`src/rtl/motoro3_gate_monitor.sv`:
```
// Gate-drive read-back monitor: filters PWM, recovers sector/direction/period.
// Define MOTORO3_MON_DEADTIME_CHK_EN to build the per-phase dead-time checker.
module motoro3_gate_monitor #(
  parameter int FILT_LEN = 16,
  parameter int PERIOD_W = 25,
  parameter int DEAD_CYC = 10
) (
  input  logic                clk,
  input  logic                rst,
  input  logic                aHp,
  input  logic                aLp,
  input  logic                bHp,
  input  logic                bLp,
  input  logic                cHp,
  input  logic                cLp,
  input  logic                monClr,
  output logic [2:0]          sector,
  output logic                sectorVld,
  output logic                stepPulse,
  output logic                dirRev,
  output logic [PERIOD_W-1:0] period,
  output logic                periodVld,
  output logic                shootFault,
  output logic                deadFault,
  output logic [7:0]          errCnt
);

  localparam logic [7:0] FL = 8'(FILT_LEN);

  logic [2:0] hp_q, hp_d, lp_q, lp_d;
  logic [2:0] cand_q, cand_d, p_q, p_d;
  logic [2:0][7:0] cnt_q, cnt_d;
  logic [2:0] sec_n, sec_q, sec_d, dlt;
  logic vld_q, vld_d, new_vld;
  logic chg, fwd, rev, bad, entry0;
  logic step_q, step_d, dir_q, dir_d;
  logic [PERIOD_W-1:0] pcnt_q, pcnt_d, per_q, per_d;
  logic armed_q, armed_d, pvld_q, pvld_d;
  logic shoot_q, shoot_d;
  logic [7:0] err_q, err_d;

  // Phase index 2/1/0 = a/b/c so p_q reads directly as {pa,pb,pc}.
  always_comb begin
    hp_d   = {aHp, bHp, cHp};
    lp_d   = {aLp, bLp, cLp};
    cand_d = cand_q;
    cnt_d  = cnt_q;
    p_d    = p_q;
    for (int i = 0; i < 3; i++) begin
      if (hp_q[i] ^ lp_q[i]) begin
        if (hp_q[i] == cand_q[i]) begin
          cnt_d[i] = (cnt_q[i] >= FL) ? FL : cnt_q[i] + 8'd1;
        end else begin
          cand_d[i] = hp_q[i];
          cnt_d[i]  = 8'd1;
        end
      end else begin
        cnt_d[i] = 8'd0;
      end
      if (cnt_d[i] == FL) p_d[i] = cand_d[i];
    end
  end

  always_comb begin
    case (p_q)
      3'b100:  sec_n = 3'd0;
      3'b110:  sec_n = 3'd1;
      3'b010:  sec_n = 3'd2;
      3'b011:  sec_n = 3'd3;
      3'b001:  sec_n = 3'd4;
      3'b101:  sec_n = 3'd5;
      default: sec_n = 3'd7;
    endcase
  end

  // Distance is taken mod 6; wrap in 3-bit arithmetic still lands on 1..5.
  always_comb begin
    new_vld = (sec_n != 3'd7);
    chg     = new_vld && vld_q && (sec_n != sec_q);
    dlt     = (sec_n >= sec_q) ? sec_n - sec_q : sec_n + 3'd6 - sec_q;
    fwd     = chg && (dlt == 3'd1);
    rev     = chg && (dlt == 3'd5);
    bad     = chg && !fwd && !rev;
    entry0  = (fwd || rev) && (sec_n == 3'd0);

    sec_d  = sec_n;
    vld_d  = new_vld;
    step_d = fwd || rev;
    dir_d  = fwd ? 1'b0 : (rev ? 1'b1 : dir_q);

    pcnt_d = entry0 ? PERIOD_W'(1)
           : (&pcnt_q ? pcnt_q : pcnt_q + PERIOD_W'(1));
    per_d  = entry0 ? pcnt_q : per_q;

    armed_d = armed_q;
    pvld_d  = pvld_q;
    if (entry0) begin
      armed_d = 1'b1;
      if (armed_q) pvld_d = 1'b1;
    end
    if (monClr || !new_vld) begin
      armed_d = 1'b0;
      pvld_d  = 1'b0;
    end

    shoot_d = (|(hp_q & lp_q)) | (shoot_q & ~monClr);

    if (bad) begin
      err_d = monClr ? 8'd1 : ((err_q == 8'hFF) ? err_q : err_q + 8'd1);
    end else begin
      err_d = monClr ? 8'd0 : err_q;
    end
  end

  always_ff @(posedge clk or posedge rst) begin
    if (rst) begin
      hp_q    <= '0;
      lp_q    <= '0;
      cand_q  <= '0;
      cnt_q   <= '0;
      p_q     <= '0;
      sec_q   <= 3'd7;
      vld_q   <= 1'b0;
      step_q  <= 1'b0;
      dir_q   <= 1'b0;
      pcnt_q  <= '0;
      per_q   <= '0;
      armed_q <= 1'b0;
      pvld_q  <= 1'b0;
      shoot_q <= 1'b0;
      err_q   <= '0;
    end else begin
      hp_q    <= hp_d;
      lp_q    <= lp_d;
      cand_q  <= cand_d;
      cnt_q   <= cnt_d;
      p_q     <= p_d;
      sec_q   <= sec_d;
      vld_q   <= vld_d;
      step_q  <= step_d;
      dir_q   <= dir_d;
      pcnt_q  <= pcnt_d;
      per_q   <= per_d;
      armed_q <= armed_d;
      pvld_q  <= pvld_d;
      shoot_q <= shoot_d;
      err_q   <= err_d;
    end
  end

  assign sector     = sec_q;
  assign sectorVld  = vld_q;
  assign stepPulse  = step_q;
  assign dirRev     = dir_q;
  assign period     = per_q;
  assign periodVld  = pvld_q;
  assign shootFault = shoot_q;
  assign errCnt     = err_q;

`ifdef MOTORO3_MON_DEADTIME_CHK_EN
  localparam logic [7:0] DC = 8'(DEAD_CYC);

  logic [2:0] hpp_q, lpp_q, side_q, side_d;
  logic [2:0][7:0] dc_q, dc_d;
  logic dead_q, dead_d, viol;

  // side_q = 1 when the window was opened by Hp falling, so Lp is watched.
  always_comb begin
    side_d = side_q;
    dc_d   = dc_q;
    viol   = 1'b0;
    for (int i = 0; i < 3; i++) begin
      if (dc_q[i] != 8'd0) begin
        if (side_q[i] && !lpp_q[i] && lp_q[i]) viol = 1'b1;
        if (!side_q[i] && !hpp_q[i] && hp_q[i]) viol = 1'b1;
      end
      if ((hpp_q[i] & ~hp_q[i]) | (lpp_q[i] & ~lp_q[i])) begin
        dc_d[i]   = DC;
        side_d[i] = hpp_q[i] & ~hp_q[i];
      end else if (dc_q[i] != 8'd0) begin
        dc_d[i] = dc_q[i] - 8'd1;
      end
    end
    dead_d = viol | (dead_q & ~monClr);
  end

  always_ff @(posedge clk or posedge rst) begin
    if (rst) begin
      hpp_q  <= '0;
      lpp_q  <= '0;
      side_q <= '0;
      dc_q   <= '0;
      dead_q <= 1'b0;
    end else begin
      hpp_q  <= hp_q;
      lpp_q  <= lp_q;
      side_q <= side_d;
      dc_q   <= dc_d;
      dead_q <= dead_d;
    end
  end

  assign deadFault = dead_q;
`else
  assign deadFault = (DEAD_CYC < 0);
`endif

endmodule

```
`config.mk`:
```
export PLATFORM = sky130hd
export DESIGN_NAME = motoro3_gate_monitor
export DESIGN_NICKNAME = d
export VERILOG_FILES = /design/src/rtl/motoro3_gate_monitor.sv
export SDC_FILE = /design/constraint.sdc
export NUM_CORES = 1
export LEC_CHECK = 0
export CAP_MARGIN = 40
export CORE_MARGIN = 2
export CORE_UTILIZATION = 30
export DETAILED_ROUTE_END_ITERATION = 6
export SYNTH_ARGS = -nofsm -noshare
export SYNTH_HDL_FRONTEND = slang
export SYNTH_SLANG_ARGS = --single-unit
```
`constraint.sdc`:
```
create_clock -name clk -period 3.1 [get_ports clk]
set_input_delay 0.62 -clock clk [delete_from_list [all_inputs] [get_ports clk]]
set_output_delay 0.62 -clock clk [all_outputs]
set_load 0.02 [all_outputs]
```
# After elaboration in Yosys (flattened, before gate mapping)

Cells that the tools add are included.

Output and inout port bits: 42
Bits of input ports: 9
Flip-flop bits (word level): 103
Logic and storage cells: 108

Bitwise logic cells: 7
Magnitude comparators: 4
Muxes and demuxes: 30
Reductions and logical operators: 21
Add/subtract/negate cells: 8
Eq/ne operators: 19

Operators by type and width:

| cell                                                                                | number |
|---|---|
| 8-bit two-way mux                                                                   | 13 |
| 25-bit two-way mux                                                                  | 2 |
| 8-bit by 1-bit adder with 8-bit output, second input constant                       | 4 |
| 25-bit by 1-bit adder with 25-bit output, second input constant                     | 1 |
| 25-bit AND reduction                                                                | 1 |
| 8-bit by 5-bit equality test with 1-bit output, second input constant               | 3 |
| 8-bit by 5-bit greater-or-equal comparator with 1-bit output, second input constant | 3 |
| 3-bit case mux with 6 select lines                                                  | 1 |
| 1-bit two-way mux                                                                   | 13 |
| 3-bit equality test, second input constant                                          | 4 |
| 8-bit equality test, second input constant                                          | 1 |
| 2-bit nonzero test                                                                  | 4 |
| 1-bit logical AND                                                                   | 7 |
| 3-bit by 1-bit equality test with 1-bit output, second input constant               | 2 |
| 3-bit by 2-bit equality test with 1-bit output, second input constant               | 2 |
| 3-bit subtractor                                                                    | 2 |
| 2-bit inequality test, second input constant                                        | 2 |
| 2-bit AND reduction                                                                 | 2 |
| 3-bit adder, second input constant                                                  | 1 |
| 3-bit AND                                                                           | 1 |
| 1-bit equality test                                                                 | 3 |
| 3-bit greater-or-equal comparator                                                   | 1 |
| 1-bit zero test                                                                     | 3 |
| 3-bit zero test                                                                     | 1 |
| other kinds (9)                                                                     | 12 |

# Depth between registers and ports, before layout

Depth after elaboration: 12
Depth in mapped cells: 12
Mapped depth without buffers: 11

# Worst setup path before layout

No wires, ideal clock.

Path type: register -> register
From: register p_q[0]
To: register per_q[0] (netlist: period[0])
Required time: 2975 ps
Cell stages (with the launch flop): 11
Arrival time: 2641 ps
Clock period less this slack: 2765 ps
Setup time: 125 ps
Slack: 335 ps
Path buffers: 1
Cell sequence: dfrtp_1 > or2_2 > a21o_1 > inv_1 > ha_1 > nand2b_1 > a221o_1 > xor2_1 > nor2_2 > buf_4 > mux2_2

Cells in the longest elaborated chain, start to end: 9
Elaborated cells on any way between the ends: 23
Classes of those cells: add/sub (3); order compare (1); eq/ne (10); mux (2); reduce/logical (7)

RTL lines:

| what                                                                                         | RTL line | text |
|---|---|---|
| from (decl)                                                                                  | 31       | `logic [2:0] cand_q, cand_d, p_q, p_d;` |
| from (signal assigned)                                                                       | 137      | `p_q <= p_d;` |
| 3-bit equality test, or another cell as far along                                            | 65       | `case (p_q)` |
| 3-bit case mux with 6 select lines *                                                         | 65       |  |
| via sec_d[0]                                                                                 | 33       | `logic [2:0] sec_n, sec_q, sec_d, dlt;` |
| 3-bit adder                                                                                  | 80       | `dlt = (sec_n >= sec_q) ? sec_n - sec_q : sec_n + 3'd6 - sec_q;` |
| 3-bit subtractor                                                                             | 80       |  |
| 3-bit two-way mux                                                                            | 80       |  |
| 3-bit by 1-bit equality test with 1-bit output / 3-bit equality test (equally long branches) | 81, 82   |  |
| 1-bit logical AND, on equally long branches                                                  | 81, 82   |  |
| 1-bit logical OR                                                                             | 84       | `entry0 = (fwd \|\| rev) && (sec_n == 3'd0);` |
| 1-bit logical AND *                                                                          | 84       |  |
| to (signal assigned)                                                                         | 143      | `per_q <= per_d;` |
| to (decl)                                                                                    | 37       | `logic [PERIOD_W-1:0] pcnt_q, pcnt_d, per_q, per_d;` |

Mark *: on every way through the listed nets, which the timed path passes. The rest lies on a longest branch.
A chain may end at the register's enable or synchronous reset.

# Final worst setup path

From: register p_q[0]
To: register per_q[1] (netlist: period[1])

The elaborated chain is that of the path after synthesis.

==> metrics.cfg <==
[power_and_ir_drop]
power_per_cell_area_mw_per_mm2=838
fin_total_pwr_mw=5.06
peakVddDrop_mv=0.387
p_leak_nw=2.57

[setup_path]
rrSetupSlack_ps=180
cp.required_ps=3330
cp-end-kind=flip-flop
worstPathMaxFanout=26
r2r_start=p_q[0]
cp-start-kind=flip-flop
worst-setup-path-type=reg -> reg
crit_start=p_q[0]
reg2reg_to=period[1]
cp.arrival_ps=3150
r2r_cells=9

[route]
drc=0
wl_um=9740
ant_nets=0
wl_per_cell_um=13.6
via_count=3479
via_per_inst=4.85
dr.pass1.iters=5
drtIter0Drc=211

[sta]
skew_ps=8.75
max_slew_margin_pct=51.7
fmax_mhz=343
finalCritPeriodShare_pct=94.2
drv_slew=0
tightest_slew_ps=724
fin_crit_ps=2920
setup_slack_ps=181
finalHoldViolCount=0
setup_violations=0
rsz0062_at_grt=no
tns_ps=0

[yosys]
yosys.area.top_type=dfrtp_1
synthTopCellsByArea=dfrtp_1, mux2_2, ha_1, a21oi_1, inv_1
ys.flop_type=dfrtp_1
synth.distinct_cells=61
netlist.area_leader.share_pct=51.1
synth-adder-area-share_pct=4.50
ys_seq_elements=103
synthSimpleGateAreaFrac_pct=16.2
ys_seq_area_share_pct=52.7
syn_inst=434
synthXorXnorAreaFrac_pct=3.22
synthMuxAreaShare_pct=7.80
synth_top_family_by_area=simple AND/OR/NAND/NOR gates
synth.avg_cell_area_um2=11.3
synth_warnings=0
synthArstFlopShare_pct=100
synth_compound_area_share_pct=11.6
synth_edf_count=0
synth_area_mm2=0.00489

[grt]
track_usage_pct=11.8
gr-total-overflow=0
grt_start_max_net_pins=104
first_global_vias=3411
antenna_found_initial=0
grt_pass1_wl_um=17000

[floorplanning]
die_w_um=132
start_util_pct=30.8
core_area_mm2=0.0159
die_h_um=132
io_pins=51
row_count=46
die_area_mm2=0.0173

[clock_network]
cts.path.max_buffers=2
htree_levels=3
clockRootBuffer=clkbuf_16
clock_latency_ps=340
path_clk_slew_ps=70
hold_buffers=0
cts_buffers=9
cts_tree=yes
cts_setup_buffers=0
cts_sinks=103

[outcome]
status=finished, final reports clean

[final_layout]
area_delta_synth_final_pct=23.5
antennaDiodeCount=0
fin_nets=523
layout-drive-gt1-share_pct=16.5

[worst_hold_path]
min_to=armed_q
whs_path_depth=1
hold_start=armed_q
hp-class=reg -> reg

[flow_run]
drv_cap=0

[place]
hpwl_um=6710
globalplace.congestion=0.792
port_buffers=49
pre_cts_slack_ps=97.3

==> how the worst max path moves through the flow <==
| stage | to | cells after the start |
|---|---|---|
| CTS | errCnt[2] | 12 |
| finish | period[1] | 9 |
| detailed placement | errCnt[2] | 12 |
| global route | period[9] | 9 |
| global placement | errCnt[2] | 12 |
| floorplan | period[0] | 10 |
==> synthesized netlist by cell type, types with 2 or more instances <==
master,n
and2_1,5
nand2_1,22
nand3b_1,3
nor2_1,25
a211oi_1,3
nand3_1,13
o21ai_2,2
a31oi_1,5
mux2_2,32
a41oi_1,2
or2_2,5
o21ai_1,3
a21bo_2,3
dfstp_2,3
ha_1,16
nor3_1,6
and3_2,2
buf_4,6
nand4_1,10
dfrtp_1,100
and4_1,6
buf_6,2
buf_2,4
or3_1,15
and3_1,5
inv_1,26
xnor2_1,10
o21a_1,2
a21oi_1,24
nor3b_1,2
o21ai_0,16
or4_1,9
o211ai_1,5
xor2_1,8
o31ai_1,6
nand2b_1,3
==> report_power, final <==
part / switching [mW] / internal, mW
clock: 0.495 / 0.757
combinational: 1.15 / 0.915
sequential: 0.192 / 1.55
==> metal layers <==
| metal | wire [um] | GRT usage, % | up-vias |
|---|---|---|---|
| li1 | - | - | 1680 |
| met1 | 4570 | 15.4 | 1738 |
| met2 | 4660 | 18.8 | 49 |
| met3 | 338 | 2.62 | 12 |
| met4 | 168 | 4.83 | 0 |
| met5 | 0 | 0 | - |
==> critical path: stages, from the launching register on <==
cell	delay, ps
dfrtp_1	460
nand2b_1	150
a21boi_1	280
ha_1	330
and2_1	220
a221o_1	370
xor2_1	210
nor2_4	220
buf_12	200
mux2_2	350
==> cell usage in the layout, fill, tap and decap left out, drive strengths merged, types with 2 or more instances in the layout <==
master / count
a211oi: 3
a21bo: 3
a21oi: 24
a311oi: 2
a31oi: 5
a41oi: 3
and2: 5
and3: 8
and4: 6
buf: 7
bufinv: 2
clkbuf: 12
clkdlybuf4s50: 49
conb: 10
dfrtp: 100
dfstp: 3
ha: 16
inv: 26
mux2: 33
nand2: 22
nand2b: 3
nand3: 13
nand3b: 3
nand4: 11
nor2: 26
nor3: 6
nor3b: 2
o211ai: 5
o21a: 2
o21ai: 21
o31ai: 6
or2: 6
or3: 15
or4: 10
xnor2: 10
xor2: 8
==> cell type report <==
type / instances / area [um2]
Timing Repair Buffer: 56 / 584
Inverter: 26 / 101
Sequential cell: 103 / 2580
Clock inverter: 4 / 76.3
Multi-Input combinational cell: 301 / 2170
Fill cell: 1588 / 9840
Clock buffer: 12 / 256
Tap cell: 216 / 270
==> through the flow <==
| step | std cells | hold slack, ps | cell area [um2] | util, % |
|---|---|---|---|---|
| after detailed placement | 702 | 476 | 5700 | 35.9 |
| after CTS | 718 | 491 | 6030 | 37.9 |
| after global placement | 702 | 470 | 5700 | 35.9 |
| final | 718 | 485 | 6040 | 38.0 |
| after global routing | 718 | 517 | 6040 | 38.0 |
| after floorplan | 443 | 456 | 4930 | - |
==> state kept, by name (all words and copies together), names as in the netlist, 3 cells and up <==
register  count
pcnt_q       25
period       25
cnt_q        24
errCnt        8
cand_q        3
hp_q          3
lp_q          3
p_q           3
sector        3
==> kinds of logic after synthesis <==
| logic type | after synthesis |
|---|---|
| and+or+nand+nor | 140 |
| DFF | 103 |
| AOI/OAI and AO/OA | 82 |
| buffers and inverters | 39 |
| muxes | 34 |
| xor gates and xnor gates | 18 |
| adders and majority gates | 17 |
| other | 1 |
==> repair_timing <==
action                                 in CTS  in global routing
resized for setup                           0                  5
endpoints found under the hold margin       0                  0
setup endpoints to repair                   0                 34
Note: power is estimated with default switching activity, not from simulation.
==> variant, RTL diff (same flow settings) <==
The output `stepPulse` loses its register stage (`step_q` becomes a continuous assignment).
--- a/src/rtl/motoro3_gate_monitor.sv
+++ b/src/rtl/motoro3_gate_monitor.sv
@@ -121,7 +121,6 @@
       p_q     <= '0;
       sec_q   <= 3'd7;
       vld_q   <= 1'b0;
-      step_q  <= 1'b0;
       dir_q   <= 1'b0;
       pcnt_q  <= '0;
       per_q   <= '0;
@@ -137,7 +136,6 @@
       p_q     <= p_d;
       sec_q   <= sec_d;
       vld_q   <= vld_d;
-      step_q  <= step_d;
       dir_q   <= dir_d;
       pcnt_q  <= pcnt_d;
       per_q   <= per_d;
@@ -147,6 +145,8 @@
       err_q   <= err_d;
     end
   end
+
+  assign step_q = step_d;
 
   assign sector     = sec_q;
   assign sectorVld  = vld_q;
Function: no difference found for any inputs over 10 cycles, from zero or initial values and one cycle with rst high; that may be too few to reach the edited logic, so the function may still have changed.
==> variant against the original RTL <==
The flow now finishes with violations (setup timing); sequential cell count is 1 lower; worst setup slack worse by 210 ps; power is 14% higher; utilization grew 1.3 points; area after synthesis fell by 0.51%; register-to-register slack worse by 20 ps; hold slack gained 2.9 ps; design area up 3.4%; maximum frequency down 6.7%; routed wire length increased by 1.2%; clock skew is 3.8 ps higher; final cell count increased by 2.9%; combinational power grew 37%.
==> variant: results (changes against the original RTL) <==
WL/cell -> 13.33 um (-1.7%)
Final Setup Violations -> 1 (+1)
Hpwl dp -> 6.857 mm (+2.1%)
TritonCTS Buffers -> 9 (unchanged)
Post-synthesis sequential area ratio -> 0.5251 (-0.002429)
Vias -> 3,583 (+3.0%)
Worst reg2reg setup slack -> 160 ps (-20 ps)
Vias in the first global route -> 3,514 (+3.0%)
Top post-synthesis cells by count -> dfrtp_1 (99), mux2_2 (32), inv_1 (26), nor2_1 (25), a21oi_1 (24)
Area contributors post-synth -> dfrtp_1 (51%), mux2_2 (7.4%), ha_1 (4.1%)
Layout cell share with drive strength beyond 1 -> 0.2314 (+0.06602)
First-pass GRT wire length -> 16.82 mm (-1.0%)
Slew at the pin closest to its max-slew limit -> 739.0 ps (+15.00 ps)
FF-to-FF path depth -> 12 (+3)
Max IR drop VDD -> 0.7120 mV (+84%)
Clock Path Buffers -> 2 (unchanged)
Pre-CTS WS -> -272.2 ps (-369.5 ps)
Drt initial violations -> 207 (-1.9%)
Clock Skew -> 12.56 ps (+3.814 ps)
Setup TNS -> -28.07 ps (-28.07 ps)
Setup crit end -> stepPulse
Largest net degree at the start of global routing -> 103 (-0.96%)
Mean post-synth cell area -> 11.24 sq um (-0.28%)
Cell variety after synth -> 61 (unchanged)
Net count, final -> 544 (+4.0%)
P_leak -> 0.002673 uW (+4.2%)
Violated checks -> setup timing
CP Max Fanout -> 4 (-85%)
Final WL -> 9.852 mm (+1.2%)
Setup WS post-layout -> -28.07 ps (-208.9 ps)
DRT Pass-1 Iters -> 4 (-1)
GPL Wtd Cong -> 0.8487 (+7.2%)
Reg2Reg Launch Point -> p_q[2]
CP Launch Point -> p_q[1]
R2r endpoint -> errCnt[4]
Placed cells -> 714 (+1.7%)
Arr. time, crit path -> 2510 ps (-640 ps)
Outcome -> finished, violations left
Fill cells -> 1,532 (-3.5%)
Overall routing resource usage -> 0.1184 (+0.0008999)
==> variant: changes by cell type after synthesis <==
| cell | unedited run | this run |
|---|---|---|
| dfrtp_1 | 100 | 99 |
==> variant: through the flow <==
step	instance area, sq um	power, uW
2_1_floorplan	4911	3240
5_1_grt	6247	6150
4_1_cts	6190	5638
3_3_place_gp	5761	4027
6_report	6247	5761
3_5_place_dp	5761	4104
==> variant: worst max-delay path: stages (launching register included) <==
cell and delay [ps]:
dfrtp_1 430, or2_4 260, a21o_1 180, inv_2 70, ha_4 160, fa_2 490
xor2_2 200, nor3_2 200, buf_4 180
==> variant: worst min path at each step <==
| stage | to | slack [ps] |
|---|---|---|
| floorplan | armed_q | 460 |
| global placement | armed_q | 460 |
| detailed placement | armed_q | 470 |
| CTS | armed_q | 490 |
| global route | armed_q | 510 |
| finish | armed_q | 490 |
==> variant: area by class of cell <==
cell class / instances / area [sq um] / area share
Clock buffer: 9 / 225.2 / 0.03605
Tap cell: 216 / 270.3 / 0.04326
Clock inverter: 7 / 95.09 / 0.01522
Sequential cell: 102 / 2559 / 0.4096
Multi-Input combinational cell: 301 / 2255 / 0.3609
Timing Repair Buffer: 78 / 742.0 / 0.1188
Inverter: 26 / 101.3 / 0.01622
==> variant: per-layer routing <==
metal	up-vias	GRT usage	wire length (um)
li1	1712	-	-
met1	1805	0.1436	4505
met2	50	0.1982	4809
met3	16	0.03241	318
met4	0	0.05072	217
met5	-	0	0
==> variant: timing repair <==
action / CTS / global route
buffers inserted: 3 / 6
pin swaps: 6 / 5
setup endpoints to repair: 1 / 22
gates resized for setup: 23 / 5
==> variant: cells by family (layout without fill, tap and decap cells) <==
kind of cell / Yosys count / after routing / synth area share
compound gates: 82 / 82 / 0.1162
xor+xnor: 18 / 18 / 0.03238
flops: 102 / 102 / 0.5251
other cells: 1 / 10 / 0.0007703
fa+ha+maj: 17 / 17 / 0.04523
mux: 34 / 34 / 0.07839
simple gates: 140 / 140 / 0.1632
buf+inv: 39 / 120 / 0.03881
==> variant: where the power goes <==
group / leakage, uW / total, uW / internal, uW / switching, uW
Combinational: 0.00119 / 2830 / 1470 / 1360
Sequential: 0.00133 / 1730 / 1540 / 195
Clock: 0.000156 / 1200 / 710 / 490
